<file path="src/rtl/pifo_pkg.sv">
// Shared types for the PIFO request master: command opcodes and the
// drain state machine encoding.
package pifo_pkg;

   typedef enum logic {
      PIFO_OP_PUSH = 1'b0,
      PIFO_OP_POP  = 1'b1
   } pifo_op_e;

   typedef enum logic [1:0] {
      ST_RUN   = 2'd0,
      ST_DRAIN = 2'd1,
      ST_DONE  = 2'd2
   } pifo_state_e;

endpackage

</file>
<file path="src/rtl/pifo_rsp_fifo.sv">
// Synchronous first-word-fall-through FIFO holding pop results until the
// client takes them. Writes on full and reads on empty are ignored.
module pifo_rsp_fifo #(
   parameter int DEPTH = 4,
   parameter int WIDTH = 18
) (
   input  logic                     i_clk,
   input  logic                     i_rst,
   input  logic                     i_wr,
   input  logic [WIDTH-1:0]         i_wdata,
   input  logic                     i_rd,
   output logic [WIDTH-1:0]         o_rdata,
   output logic                     o_full,
   output logic                     o_empty,
   output logic [$clog2(DEPTH):0]   o_count
);

   localparam int AW = $clog2(DEPTH);
   localparam logic [AW-1:0] PTR_ONE = AW'(1);
   localparam logic [AW:0]   CNT_ONE = (AW + 1)'(1);
   localparam logic [AW:0]   CNT_MAX = (AW + 1)'(DEPTH);

   logic [WIDTH-1:0] mem_q [DEPTH];
   logic [WIDTH-1:0] mem_d [DEPTH];
   logic [AW-1:0]    wptr_q, wptr_d;
   logic [AW-1:0]    rptr_q, rptr_d;
   logic [AW:0]      cnt_q, cnt_d;
   logic             wr_ok, rd_ok;

   always_comb begin
      o_full  = (cnt_q == CNT_MAX);
      o_empty = (cnt_q == '0);
      o_count = cnt_q;
      o_rdata = mem_q[rptr_q];
      wr_ok   = i_wr & ~o_full;
      rd_ok   = i_rd & ~o_empty;
      mem_d   = mem_q;
      wptr_d  = wptr_q;
      rptr_d  = rptr_q;
      cnt_d   = cnt_q;
      if (wr_ok) begin
         mem_d[wptr_q] = i_wdata;
         wptr_d        = wptr_q + PTR_ONE;
      end
      if (rd_ok) begin
         rptr_d = rptr_q + PTR_ONE;
      end
      unique case ({wr_ok, rd_ok})
         2'b10:   cnt_d = cnt_q + CNT_ONE;
         2'b01:   cnt_d = cnt_q - CNT_ONE;
         default: cnt_d = cnt_q;
      endcase
   end

   always_ff @(posedge i_clk) begin
      if (i_rst) begin
         wptr_q <= '0;
         rptr_q <= '0;
         cnt_q  <= '0;
      end else begin
         wptr_q <= wptr_d;
         rptr_q <= rptr_d;
         cnt_q  <= cnt_d;
      end
   end

   // Storage needs no reset: nothing is visible until the count says so.
   always_ff @(posedge i_clk) begin
      mem_q <= mem_d;
   end

endmodule

</file>
<file path="src/rtl/pifo_req_master.sv">
// Client-side request master for a PIFO tree level: issues push/pop
// requests, tracks pop credits and buffers pop results in arrival order.
module pifo_req_master
   import pifo_pkg::*;
#(
   parameter int PTW       = 16,
   parameter int MTW       = 0,
   parameter int TREE_NUM  = 4,
   parameter int RSP_DEPTH = 4
) (
   input  logic                           i_clk,
   input  logic                           i_rst,
   input  logic                           i_cmd_valid,
   output logic                           o_cmd_ready,
   input  logic                           i_cmd_op,
   input  logic [$clog2(TREE_NUM)-1:0]    i_cmd_tree_id,
   input  logic [PTW+MTW-1:0]             i_cmd_data,
   output logic                           o_push,
   output logic                           o_pop,
   output logic [$clog2(TREE_NUM)-1:0]    o_push_tree_id,
   output logic [$clog2(TREE_NUM)-1:0]    o_pop_tree_id,
   output logic [PTW+MTW-1:0]             o_push_data,
   input  logic                           i_task_fifo_full,
   input  logic                           i_is_level0_pop,
   input  logic [PTW+MTW-1:0]             i_pop_data,
   input  logic [$clog2(TREE_NUM)-1:0]    i_pop_tree_id,
   output logic                           o_rsp_valid,
   input  logic                           i_rsp_ready,
   output logic [PTW+MTW-1:0]             o_rsp_data,
   output logic [$clog2(TREE_NUM)-1:0]    o_rsp_tree_id,
   output logic                           o_rsp_empty,
   input  logic                           i_drain,
   output logic                           o_drained,
   output logic                           o_err,
   output logic [$clog2(RSP_DEPTH):0]     o_credits_used
);

   localparam int DW  = PTW + MTW;
   localparam int TNB = $clog2(TREE_NUM);
   localparam int CW  = $clog2(RSP_DEPTH) + 1;
   localparam int FW  = DW + TNB;
   localparam logic [CW-1:0] CRED_MAX = CW'(RSP_DEPTH);
   localparam logic [CW-1:0] CNT_ONE  = CW'(1);

   pifo_state_e      state_q, state_d;
   logic [CW-1:0]    credits_q, credits_d;
   logic [CW-1:0]    inflight_q, inflight_d;
   logic             push_q, push_d;
   logic             pop_q, pop_d;
   logic [TNB-1:0]   push_tree_q, push_tree_d;
   logic [TNB-1:0]   pop_tree_q, pop_tree_d;
   logic [DW-1:0]    push_data_q, push_data_d;
   logic             err_q, err_d;

   pifo_op_e         cmd_op;
   logic             cmd_ready;
   logic             accept;
   logic             pop_issue;
   logic             push_issue;
   logic             issued;
   logic             rsp_hs;
   logic             res_ok;
   logic             res_bad;
   logic             idle;

   logic [FW-1:0]    fifo_rdata;
   logic             fifo_full;
   logic             fifo_empty;
   logic [CW-1:0]    fifo_cnt;

   pifo_rsp_fifo #(
      .DEPTH (RSP_DEPTH),
      .WIDTH (FW)
   ) u_rsp_fifo (
      .i_clk   (i_clk),
      .i_rst   (i_rst),
      .i_wr    (res_ok),
      .i_wdata ({i_pop_tree_id, i_pop_data}),
      .i_rd    (rsp_hs),
      .o_rdata (fifo_rdata),
      .o_full  (fifo_full),
      .o_empty (fifo_empty),
      .o_count (fifo_cnt)
   );

   always_comb begin
      cmd_op     = pifo_op_e'(i_cmd_op);
      issued     = push_q | pop_q;
      // Pops must reserve a response slot before they may leave.
      cmd_ready  = (state_q == ST_RUN) & ~i_task_fifo_full & ~issued &
                   ((cmd_op == PIFO_OP_PUSH) | (credits_q < CRED_MAX));
      accept     = i_cmd_valid & cmd_ready;
      pop_issue  = accept & (cmd_op == PIFO_OP_POP);
      push_issue = accept & (cmd_op == PIFO_OP_PUSH);
      rsp_hs     = ~fifo_empty & i_rsp_ready;
      res_ok     = i_is_level0_pop & (inflight_q != '0);
      res_bad    = i_is_level0_pop & (inflight_q == '0);
      idle       = (inflight_q == '0) & (credits_q == '0) &
                   (fifo_cnt == '0) & ~issued;

      push_d      = push_issue;
      pop_d       = pop_issue;
      push_tree_d = push_issue ? i_cmd_tree_id : '0;
      push_data_d = push_issue ? i_cmd_data : '1;
      pop_tree_d  = pop_issue ? i_cmd_tree_id : '0;
      err_d       = err_q | res_bad | (res_ok & fifo_full);

      credits_d = credits_q;
      unique case ({pop_issue, rsp_hs})
         2'b10:   credits_d = credits_q + CNT_ONE;
         2'b01:   credits_d = credits_q - CNT_ONE;
         default: credits_d = credits_q;
      endcase

      inflight_d = inflight_q;
      unique case ({pop_issue, res_ok})
         2'b10:   inflight_d = inflight_q + CNT_ONE;
         2'b01:   inflight_d = inflight_q - CNT_ONE;
         default: inflight_d = inflight_q;
      endcase

      state_d = state_q;
      unique case (state_q)
         ST_RUN:   if (i_drain) state_d = ST_DRAIN;
         ST_DRAIN: if (idle)    state_d = ST_DONE;
         ST_DONE:  if (!i_drain) state_d = ST_RUN;
         default:  state_d = ST_RUN;
      endcase
   end

   always_ff @(posedge i_clk) begin
      if (i_rst) begin
         state_q     <= ST_RUN;
         credits_q   <= '0;
         inflight_q  <= '0;
         push_q      <= 1'b0;
         pop_q       <= 1'b0;
         push_tree_q <= '0;
         pop_tree_q  <= '0;
         push_data_q <= '1;
         err_q       <= 1'b0;
      end else begin
         state_q     <= state_d;
         credits_q   <= credits_d;
         inflight_q  <= inflight_d;
         push_q      <= push_d;
         pop_q       <= pop_d;
         push_tree_q <= push_tree_d;
         pop_tree_q  <= pop_tree_d;
         push_data_q <= push_data_d;
         err_q       <= err_d;
      end
   end

   always_comb begin
      o_cmd_ready    = cmd_ready;
      o_push         = push_q;
      o_pop          = pop_q;
      o_push_tree_id = push_tree_q;
      o_pop_tree_id  = pop_tree_q;
      o_push_data    = push_data_q;
      o_rsp_valid    = ~fifo_empty;
      o_rsp_data     = fifo_rdata[DW-1:0];
      o_rsp_tree_id  = fifo_rdata[FW-1:DW];
      o_rsp_empty    = (fifo_rdata[DW-1:0] == '1);
      o_drained      = (state_q == ST_DONE);
      o_err          = err_q;
      o_credits_used = credits_q;
   end

endmodule
</file>
<file path="config.mk">
export PLATFORM = sky130hd
export DESIGN_NAME = pifo_req_master
export DESIGN_NICKNAME = d
export VERILOG_FILES = /design/src/rtl/pifo_pkg.sv /design/src/rtl/pifo_rsp_fifo.sv /design/src/rtl/pifo_req_master.sv
export SDC_FILE = /design/constraint.sdc
export NUM_CORES = 1
export LEC_CHECK = 0
export BUFFER_PORTS_ARGS = -buffer_cell sky130_fd_sc_hd__buf_2
export CAP_MARGIN = 15
export CORE_UTILIZATION = 48
export CTS_CLUSTER_SIZE = 30
export DETAILED_ROUTE_END_ITERATION = 8
export PLACE_DENSITY = 0.87
export SLEW_MARGIN = 20
export SYNTH_ARGS = -nofsm -noshare
export SYNTH_HDL_FRONTEND = slang
export SYNTH_SLANG_ARGS = --single-unit
export TNS_END_PERCENT = 5
</file>
<file path="constraint.sdc">
create_clock -name i_clk -period 2.5 [get_ports i_clk]
set_input_delay 0.5 -clock i_clk [delete_from_list [all_inputs] [get_ports i_clk]]
set_output_delay 0.5 -clock i_clk [all_outputs]
set_load 0.005 [all_outputs]
</file>
[Word-level counts from Yosys, hierarchy flattened]
Index checks and enable logic that the tools add are counted.
Storage, ports and cells
  output and inout port bits: 48
  bits in registers: 110
  word-level logic and storage cells: 94
  bits of input ports: 44
Operators by class
  add/subtract/negate cells: 8
  bitwise gates (word level): 28
  reductions and logical operators: 12
  multiplexer cells: 13
  equal/unequal tests: 13
  $lt $le $gt $ge: 4
Operator list (number)
  bitwise mux 72 bit: 1
  two-way mux 18 bit: 3
  binary-select mux 18 bit (select 2 bit): 1
  demux 18 bit (select 2 bit): 1
  case mux 3 bit (2 select lines): 3
  == test 16 bit, second input constant: 1
  bitwise AND 1 bit: 15
  adder 3 x 1 -> 3 bit, second input constant: 3
  logical NOT 3 bit: 3
  subtractor 3 x 1 -> 3 bit, second input constant: 3
  == test 2 x 1 -> 1 bit, second input constant: 4
  == test 2 bit, second input constant: 4
  NOT 1 bit: 7
  greater-or-equal comparator 3 bit, second input constant: 2
  two-way mux 2 bit: 3
  inequality test 2 bit, second input constant: 3
  NOT 2 -> 3 bit: 2
  case mux 2 bit (3 select lines): 1
  nonzero test 2 bit: 3
  adder 2 x 1 -> 2 bit, second input constant: 2
  bitwise OR 1 bit: 4
  OR reduction 2 bit: 2
  == test 3 bit, second input constant: 1
  less-than comparator 3 x 1 -> 1 bit, second input constant: 1
  5 further kinds: 5

[Depth between registers and ports, before layout]
Gate-level depths: netlist of the first run.
  word-level depth: 8
  gate-level depth with buffers: 9
  depth with buffers taken out: 9

[Modules after synthesis]
A second synthesis of the first run with hierarchy kept.
Unflattened totals
  cell total of the unflattened synthesis: 252
  area total of the unflattened synthesis: 4185.3 um^2
Modules (own cells, without submodules)
  pifo_rsp_fifo: cells each 144, instances 1, sequential area each 2302.2 um^2, area each 3034.2 um^2
  pifo_req_master: cells each 108, instances 1, sequential area each 620.6 um^2, area each 1151.1 um^2

[Worst setup path before layout of the first run]
OpenSTA, ideal clock, no wires.
  path kind: input port to flip-flop
  start: in i_task_fifo_full
  end: reg inflight_q[2]
  stages: 8
  path slack: -142 ps
  library setup time: 72 ps
  path buffers: 0
  arrival time: 2571 ps
  data required time: 2428 ps
  path through: nor3_1 > nand3_1 > or3b_2 > ha_1 > fa_1 > xnor2_1 > or3_1 > a21oi_1
On the way
  word-level cells in the longest chain between the ends: 8
  elaborated cells on any way between the ends: 10
  those cells by class: eq/ne: 2; mux: 1; bitwise: 6; reduce/logical: 1
RTL lines
  start: declaration: line pifo_req_master.sv:23  | input logic i_task_fifo_full,
  NOT 1 bit *: line pifo_req_master.sv:90  | cmd_ready = (state_q == ST_RUN) & ~i_task_fifo_full & ~issued &
  bitwise AND 1 bit * (3 in series): line pifo_req_master.sv:90
  bitwise AND 1 bit *: line pifo_req_master.sv:92  | accept = i_cmd_valid & cmd_ready;
  bitwise AND 1 bit *: line pifo_req_master.sv:93  | pop_issue = accept & (cmd_op == PIFO_OP_POP);
  == test 2 x 1 -> 1 bit / == test 2 bit (equally long branches): line pifo_req_master.sv:116  | unique case ({pop_issue, res_ok})
  case mux 3 bit (2 select lines) / nonzero test 2 bit (equally long branches)
  end signal: assignment: line pifo_req_master.sv:145  | inflight_q <= inflight_d;
  end: declaration: line pifo_req_master.sv:47  | logic [CW-1:0] inflight_q, inflight_d;
Mark *: on every way between the ends. The rest lies on a longest branch, timed or not.
A chain may end at the register's enable or synchronous reset.

[Worst setup path after layout of the first run]
  start: reg u_rsp_fifo.rptr_q[0]
  end: out o_rsp_empty
On the way
  word-level cells in the longest chain between the ends: 5
RTL lines
  start: declaration: line pifo_rsp_fifo.sv:26  | logic [AW-1:0] rptr_q, rptr_d;
  start signal: assignment: line pifo_rsp_fifo.sv:62  | rptr_q <= rptr_d;
  NOT 2 -> 3 bit (implied by the code): line pifo_rsp_fifo.sv:34  | o_rdata = mem_q[rptr_q];
  binary-select mux 18 bit (select 2 bit): line pifo_rsp_fifo.sv:34
  two-way mux 18 bit (implied by the code) (2 in series): line pifo_rsp_fifo.sv:34
  == test 16 bit: line pifo_req_master.sv:165  | o_rsp_empty = (fifo_rdata[DW-1:0] == '1);
  end: declaration: line pifo_req_master.sv:31  | output logic o_rsp_empty,
No other way between the ends. The select of a mux whose other input is x is not followed.

==> flow_summary.yaml, run 1 <==
setup_path:
  crit_path_end_kind: "output pin"
  ff2ff_path_depth: 8
  cp_data_arrival_time_ns: 1.91
  criticalPathCategory: "flip-flop to output pin"
  path_max_fanout: 12
  cp-start-kind: "flip-flop"
  worst_ep_required_time_ns: 2.00
sta:
  rsz0062_at_grt: "no"
  hold_viol: 0
  slew_headroom: 0.6509
  finalCriticalPeriod_ns: 2.412
  setup_violations: 0
  worstMarginPinSlew_ns: 0.5220
  finalClockSkew_ns: 0.01319
  max_freq_mhz: 414.6
  fin_crit_sh: 0.9647
  maxSlewViolCount: 0
  setup_ws_ns: 0.08813
global_route:
  grt_overflow: 0
  grt_pass1_wl_um: 11330
  grt_pass1_vias: 2404
  antenna_found_initial: 0
  track_usage: 0.1695
  grt_max_degree: 21
pwr:
  pwr-share-seq: 0.518
  p_leak_uw: 0.001847
  p_sw_uw: 1183
  switching_share: 0.2809
  intPower_uw: 3029
  powerDensity_nw_per_um2: 837.6
  power_frac_clock: 0.248
  combPwrFrac: 0.234
  vdd_drop_max_uv: 408.7
final_layout:
  final_cell_mix: "buf_2, edfxtp_1, dfxtp_1, nor2_1, buf_4"
  drive_above_1_share: 0.3831
  nets: 404
  num_antenna_cells: 0
  postLayoutCoreUtil: 0.6029
  mostFrequentLayoutCell: "buf_2"
  layout-area-overhead-vs-synth_pct: 19.76
logic_synthesis:
  synthDistinctLibCells: 37
  synthesis.nets: 298
  synth_ff_type: "edfxtp_1"
  ys_async_sr_fraction: 0
  avgSynthCellArea_um2: 17.21
  yosysSeqAreaShare: 0.6961
  synth_edf_count: 72
  ys_warn_count: 0
  postSynthCellCount: 244
  synth-seq-cells: 110
  synth_area_um2: 4199
place:
  dpl.hpwl_um: 5041
  place_congestion: 0.6916
  dpl_worst_slack_ns: -0.09125
  numPortBuffers: 91
route:
  first_pass_iters: 4
  wl_per_cell_um: 15.77
  ant_nets: 0
  initialDrtViolationCount: 112
  vias: 2374
  vias_per_cell: 5.161
  drt-total-wl_um: 7256
  drc: 0
status:
  status: "completed"
clocking:
  ctsRootBufferMaster: "clkbuf_8"
  cts_buffer_depth: 2
  cts_sinks: 110
  cts_resized: 0
  hold_buffers: 0
  cts_buffers: 9
  cts_tree: "yes"
  clk-insertion-delay-late_ns: 0.37
  postCtsSetupBuffers: 0
  cts_max_level: 3
  clk_pin_slew_ns: 0.10
die:
  ios: 92
  die-width_um: 95.53
  initial_core_util: 0.5035
  die-area_um2: 9126
  num_rows: 33
  core-area_um2: 8341
  die_h_um: 95.53
job:
  cap_violations: 0
min_path:
  hold_depth: 2
  hold_path_class: "primary input to flip-flop"
[final cells by class]
type,count,area [um^2]
fill,642,3312
sequential,110,2923
multi-input combinational,117,1199
timing repair buffer,102,538.0
clock buffer,10,137.6
tap,105,131.4
clock inverter,6,62.56
inverter,10,37.54
[synthesized netlist by cell type (all sizes together) (2+ instances only)]
library cell	n	area, um^2
edfxtp	72	2162
dfxtp	38	760.7
mux4	18	442.9
nor2	17	63.81
inv	10	37.54
nand2b	10	62.56
and2	9	56.30
a21oi	8	40.04
ha	7	87.58
or2b	6	45.04
xor2	6	52.55
buf	5	45.04
nand4	4	25.02
or3	4	30.03
fa	3	60.06
nor3	3	31.28
o21ai	3	15.01
xnor2	3	26.28
clkbuf	2	7.510
mux2i	2	20.02
nand2	2	7.510
nand3	2	10.01
nor4	2	18.77
[sequential cells by signal, summed over array words and instances (netlist names), 2 cells and up]
| register | count |
|---|---|
| u_rsp_fifo.o_count | 3 |
| o_pop_tree_id | 2 |
| o_credits_used | 3 |
| state_q | 2 |
| inflight_q | 3 |
| o_push_tree_id | 2 |
| o_push_data | 16 |
| u_rsp_fifo.wptr_q | 2 |
| u_rsp_fifo.rptr_q | 2 |
| u_rsp_fifo.mem_q | 72 |
[worst paths after layout]
| path | startpoint | end | slack [ns] |
|---|---|---|---|
| worst min-delay path | i_cmd_data[15] | o_push_data[15] | 0.30 |
| worst max-delay path | u_rsp_fifo.rptr_q[0] | o_rsp_empty | 0.09 |
| worst min register to register | o_err | o_err | 0.48 |
| worst max register to register | o_pop | inflight_q[2] | 0.18 |
[critical path, stage by stage, from the launching register on]
cell,delay (ns)
dfxtp_1,0.34
buf_4,0.24
mux4_1,0.64
nand4_1,0.15
nor4_2,0.06
buf_2,0.12
[kinds of logic (layout without fill, tap and decap cells)]
family,after synthesis,in the layout,synth area share
adders and majority gates,10,10,0.03516
DFF,110,110,0.6961
xor gates and xnor gates,9,9,0.01877
and+or+nand+nor,64,64,0.09833
buffers and inverters,17,128,0.02145
AOI/OAI and AO/OA,14,14,0.01996
muxes,20,20,0.1102
[metrics by stage]
| step | std cells | instance area, um^2 | hold slack [ns] | setup TNS (ns) | total power, uW |
|---|---|---|---|---|---|
| 2_1_floorplan | 244 | 4212 | 0.4368 | 0 | 2875 |
| 3_3_place_gp | 444 | 4828 | 0.4487 | -0.04978 | 3179 |
| 3_5_place_dp | 444 | 4828 | 0.4564 | -0.09125 | 3225 |
| 4_1_cts | 460 | 5029 | 0.2783 | 0 | 4264 |
| 5_1_grt | 460 | 5029 | 0.2879 | 0 | 4458 |
| 6_report | 460 | 5029 | 0.3028 | 0 | 4212 |
[routing by layer]
| metal | global-route usage | vias up | routed length, um |
|---|---|---|---|
| met5 | 0 | - | 0 |
| met4 | 0.06592 | 0 | 104 |
| met3 | 0.04466 | 11 | 421 |
| met2 | 0.2899 | 80 | 3650 |
| met1 | 0.2048 | 1157 | 3080 |
| li1 | - | 1126 | - |
[power groups by stage]
stage	clock network [uW]	logic, uW	registers, uW
after floorplan	0	663	2210
after global placement	0	965	2210
after detailed placement	0	1000	2220
after CTS	1080	1010	2180
after global routing	1150	1100	2200
final	1040	988	2180
No activity file was read; power rests on OpenSTA's default activity.
==> run 2: changes to the inputs <==
--- a/config.mk
+++ b/config.mk
@@ -7,10 +7,12 @@
 export LEC_CHECK = 0
 export BUFFER_PORTS_ARGS = -buffer_cell sky130_fd_sc_hd__buf_2
 export CAP_MARGIN = 15
-export CORE_UTILIZATION = 48
+export CELL_PAD_IN_SITES_DETAIL_PLACEMENT = 0
+export CELL_PAD_IN_SITES_GLOBAL_PLACEMENT = 2
+export CORE_UTILIZATION = 34
 export CTS_CLUSTER_SIZE = 30
 export DETAILED_ROUTE_END_ITERATION = 8
-export PLACE_DENSITY = 0.87
+export PLACE_DENSITY = 0.86
 export SLEW_MARGIN = 20
 export SYNTH_ARGS = -nofsm -noshare
 export SYNTH_HDL_FRONTEND = slang
==> run 2 against run 1 <==
Sequential power barely moved. Setup slack improved by 0.028 ns. Clock power rose by 34%. Count of clock-buffer cells in the layout fell by 1. Register-to-register slack barely moved. Fmax rose by 1.2%. Highest routed layer unchanged. Hold slack improved by 0.025 ns.
==> flow_summary.yaml, run 2 (same netlist as run 1, synthesis figures left out) <==
route:
  drt-total-wl_um: 7291
  wl_per_cell_um: 14.50
  vias: 2357
  drc: 0
  initialDrtViolationCount: 98
  first_pass_iters: 4
  ant_nets: 0
  vias_per_cell: 4.686
pwr:
  total_power_uw: 4558
  combPwrFrac: 0.217
  intPower_uw: 3318
  pwr-share-seq: 0.479
  p_sw_uw: 1239
  power_frac_clock: 0.304
  switching_share: 0.2719
  p_leak_uw: 0.001891
  vdd_drop_max_uv: 378.5
  powerDensity_nw_per_um2: 876.9
global_route:
  grt_pass1_wl_um: 11470
  antenna_found_initial: 1
  grt_overflow: 0
  grt_max_degree: 22
  grt_pass1_vias: 2333
  track_usage: 0.1183
setup_path:
  criticalPathCategory: "flip-flop to output pin"
  cp_data_arrival_time_ns: 1.88
  path_max_fanout: 12
  crit_path_end_kind: "output pin"
  worst_ep_required_time_ns: 2.00
  cp-start-kind: "flip-flop"
status:
  status: "completed"
die:
  initial_core_util: 0.3496
  ios: 92
  die-width_um: 113.1
  core-area_um2: 12010
  die-area_um2: 12800
  num_rows: 40
  die_h_um: 113.1
sta:
  finalCriticalPeriod_ns: 2.384
  maxSlewViolCount: 0
  finalClockSkew_ns: 0.007426
  max_freq_mhz: 419.4
  setup_violations: 0
  rsz0062_at_grt: "no"
  slew_headroom: 0.6304
  fin_crit_sh: 0.9537
  worstMarginPinSlew_ns: 0.5526
  hold_viol: 0
final_layout:
  final-seq-area_um2: 2923
  final_cells: 503
  mostFrequentLayoutCell: "buf_2"
  drive_above_1_share: 0.3831
  nets: 404
  top_register: "u_rsp_fifo.mem_q"
  largest_reg_flops: 72
  nFillCells: 1110
  multi_input_area_um2: 1199
  final_cell_mix: "buf_2, edfxtp_1, dfxtp_1, nor2_1"
  layout-area-overhead-vs-synth_pct: 23.78
clocking:
  clk_pin_slew_ns: 0.07
  ctsRootBufferMaster: "clkbuf_16"
  cts_buffers: 9
  postCtsSetupBuffers: 0
  clk-insertion-delay-late_ns: 0.34
  cts_max_level: 3
  cts_sinks: 110
  cts_buffer_depth: 2
  cts_tree: "yes"
place:
  dpl.hpwl_um: 5120
  dpl.cell_count: 486
  place_congestion: 0.6532
  numPortBuffers: 91
min_path:
  hold_path_class: "primary input to flip-flop"
job:
  cap_violations: 0
-- run 2: power by group through the flow --
stage | clock network (uW) | logic, uW | registers, uW
floorplan | 0 | 663 | 2210
global placement | 0 | 992 | 2220
CTS | 1430 | 1010 | 2180
finish | 1390 | 989 | 2180
detailed placement | 0 | 1010 | 2220
global route | 1490 | 1100 | 2200
-- run 2: repair_timing --
| item | in CTS | in global routing |
|---|---|---|
| gates resized for setup | 0 | 1 |
| hold buffers | 0 | 0 |
| endpoints found under the setup margin | 0 | 1 |
-- run 2: critical path: stages, from the launching register on --
cell	delay, ns
dfxtp_1	0.36
buf_6	0.20
mux4_1	0.64
nand4_1	0.16
nor4_2	0.06
buf_2	0.12
-- run 2: through the flow --
stage | setup TNS [ns] | util | setup WS, ns | cell area [um^2] | hold WS (ns)
after detailed placement | -0.09759 | 0.4074 | -0.09759 | 4893 | 0.4577
after floorplan | 0 | - | 0.02351 | 4212 | 0.4368
after global routing | 0 | 0.4325 | 0.02856 | 5195 | 0.3202
final | 0 | 0.4327 | 0.1157 | 5197 | 0.3273
after global placement | -0.07762 | 0.4074 | -0.07762 | 4893 | 0.4479
after CTS | 0 | 0.4322 | 0.02442 | 5191 | 0.3146
-- run 2: area by class of cell --
| cell class | count | share of cell area |
|---|---|---|
| Sequential cell | 110 | 0.5623 |
| Clock inverter | 7 | 0.01396 |
| Timing Repair Buffer | 102 | 0.1066 |
| Inverter | 10 | 0.007222 |
| Clock buffer | 9 | 0.04333 |
| Tap cell | 147 | 0.03539 |
| Multi-Input combinational cell | 117 | 0.2306 |
| Antenna cell | 1 | 0.0004815 |
-- run 2: worst paths after layout --
check / start / cells after the start / to / slack (ns)
setup / recovery: u_rsp_fifo.rptr_q[0] / 5 / o_rsp_empty / 0.12
hold / removal: i_cmd_data[13] / 2 / o_push_data[13] / 0.33
setup reg to reg: state_q[0] / 8 / inflight_q[2] / 0.18
hold reg to reg: o_err / 2 / o_err / 0.47
-- run 2: routing by layer --
layer	global-route usage	vias to the layer above	share of wire
li1	-	1131	-
met1	0.1454	1143	0.45
met2	0.1947	73	0.48
met5	0	-	0
met4	0.03947	0	0.013
met3	0.04124	10	0.060
==> run 3: changes to the inputs <==
--- a/config.mk
+++ b/config.mk
@@ -9,6 +9,7 @@
 export CAP_MARGIN = 15
 export CELL_PAD_IN_SITES_DETAIL_PLACEMENT = 0
 export CELL_PAD_IN_SITES_GLOBAL_PLACEMENT = 2
+export CORE_MARGIN = 5
 export CORE_UTILIZATION = 34
 export CTS_CLUSTER_SIZE = 30
 export DETAILED_ROUTE_END_ITERATION = 8
==> run 3 against run 2 <==
First-iteration DRC count up 48%. Utilization up 0.47 points. Die area up 15%. Final cell count up 4.4%. Hold slack better by 0.0067 ns. Global-route usage down 0.84 points. Count of clock-buffer cells in the layout up 2. Clock skew about the same. Setup slack better by 0.0097 ns. Wire length up 7.9%. Flip-flop and latch count unchanged. Sequential power about the same. Critical path type unchanged. Critical endpoint unchanged. Largest power group unchanged.
==> flow_summary.yaml, run 3 (same netlist as run 1, synthesis figures left out) <==
status:
  status: "completed"
sta:
  setup_violations: 0
  setup-tns-final_ns: 0
  finalCriticalPeriod_ns: 2.375
  holdWs_ns: 0.3341
  rsz0062_at_grt: "no"
  fin_crit_sh: 0.9499
  hold_viol: 0
  max_freq_mhz: 421.1
  slew_headroom: 0.6439
  worstMarginPinSlew_ns: 0.5324
  finalClockSkew_ns: 0.007052
  maxSlewViolCount: 0
final_layout:
  nFillCells: 1075
  design_area_um2: 5276
  largest_reg_flops: 72
  top_register: "u_rsp_fifo.mem_q"
  drive_above_1_share: 0.3866
  mostFrequentLayoutCell: "buf_2"
  postLayoutCoreUtil: 0.4374
  layout-area-overhead-vs-synth_pct: 25.66
  final_cell_mix: "buf_2, edfxtp_1, dfxtp_1, nor2_1"
  nets: 406
  final_cells: 525
  num_antenna_cells: 0
clocking:
  cts_buffers: 9
  hold_buffers: 0
  postCtsSetupBuffers: 0
  clk_pin_slew_ns: 0.07
  cts_resized: 0
  cts_sinks: 110
  cts_max_level: 3
  cts_buffer_depth: 2
  cts_tree: "yes"
  clk-insertion-delay-late_ns: 0.34
  ctsRootBufferMaster: "clkbuf_16"
job:
  cap_violations: 0
setup_path:
  crit_path_end_kind: "output pin"
  cp-start-kind: "flip-flop"
  worst_ep_required_time_ns: 2.00
  criticalPathCategory: "flip-flop to output pin"
  path_max_fanout: 20
  cp_data_arrival_time_ns: 1.87
place:
  dpl.cell_count: 509
  placed_area_um2: 4972
  place_congestion: 0.6864
  numPortBuffers: 91
  dpl.hpwl_um: 5595
global_route:
  grt_max_degree: 21
  antenna_found_initial: 0
  grt_pass1_vias: 2435
  track_usage: 0.1098
  grt_pass1_wl_um: 12400
  grt_overflow: 0
route:
  vias_per_cell: 4.539
  ant_nets: 0
  drt-total-wl_um: 7866
  vias: 2383
  initialDrtViolationCount: 145
  drc: 0
  wl_per_cell_um: 14.98
  first_pass_iters: 4
min_path:
  hold_path_class: "primary input to flip-flop"
die:
  core-area_um2: 12060
  initial_core_util: 0.3481
  ios: 92
  die_h_um: 121.1
  die-area_um2: 14670
  num_rows: 40
  die-width_um: 121.1
pwr:
  vdd_drop_max_uv: 568.1
  powerDensity_nw_per_um2: 872.9
  p_leak_uw: 0.001914
==> run 3: stage by stage <==
stage | setup WS (ns) | power [uW]
after floorplan | 0.02351 | 2875
after global placement | -0.06052 | 3245
after detailed placement | -0.07741 | 3274
after CTS | 0.08833 | 4679
after global routing | 0.04716 | 4870
final | 0.1254 | 4606
==> run 3: worst paths after layout <==
path | startpoint | to | slack, ns | cells after the start
setup / recovery | u_rsp_fifo.rptr_q[0] | o_rsp_empty | 0.13 | 5
hold / removal | i_cmd_data[8] | o_push_data[8] | 0.33 | 2
setup reg to reg | o_pop | inflight_q[2] | 0.19 | 8
hold reg to reg | o_err | o_err | 0.47 | 2
==> run 3: critical path, stage by stage (launching register included) <==
cell     delay, ns
dfxtp_1       0.37
buf_12        0.21
mux4_1        0.64
nand4_1       0.14
nor4_2        0.05
buf_2         0.12
==> run 3: per-layer routing <==
layer  global-route usage  vias up  wire, um
met5                    0        -         0
met4              0.03361        0        88
met3              0.03823        9       486
met2               0.1768       76      3731
met1               0.1400     1162      3559
li1                     -     1136         -
==> run 3: where the power goes <==
part	switching [uW]	leakage, uW	internal, uW
Sequential	84.5	0.000957	2100
Clock	643	0.000149	750
Combinational	488	0.000808	539
==> run 3: area by class of cell <==
| class | count | area [um^2] | area share |
|---|---|---|---|
| sequential | 110 | 2923 | 0.5539 |
| timing repair buffer | 104 | 603.1 | 0.1143 |
| clock inverter | 5 | 51.30 | 0.009723 |
| inverter | 10 | 37.54 | 0.007114 |
| clock buffer | 11 | 252.7 | 0.04790 |
| tap | 168 | 210.2 | 0.03984 |
| multi-input combinational | 117 | 1199 | 0.2272 |
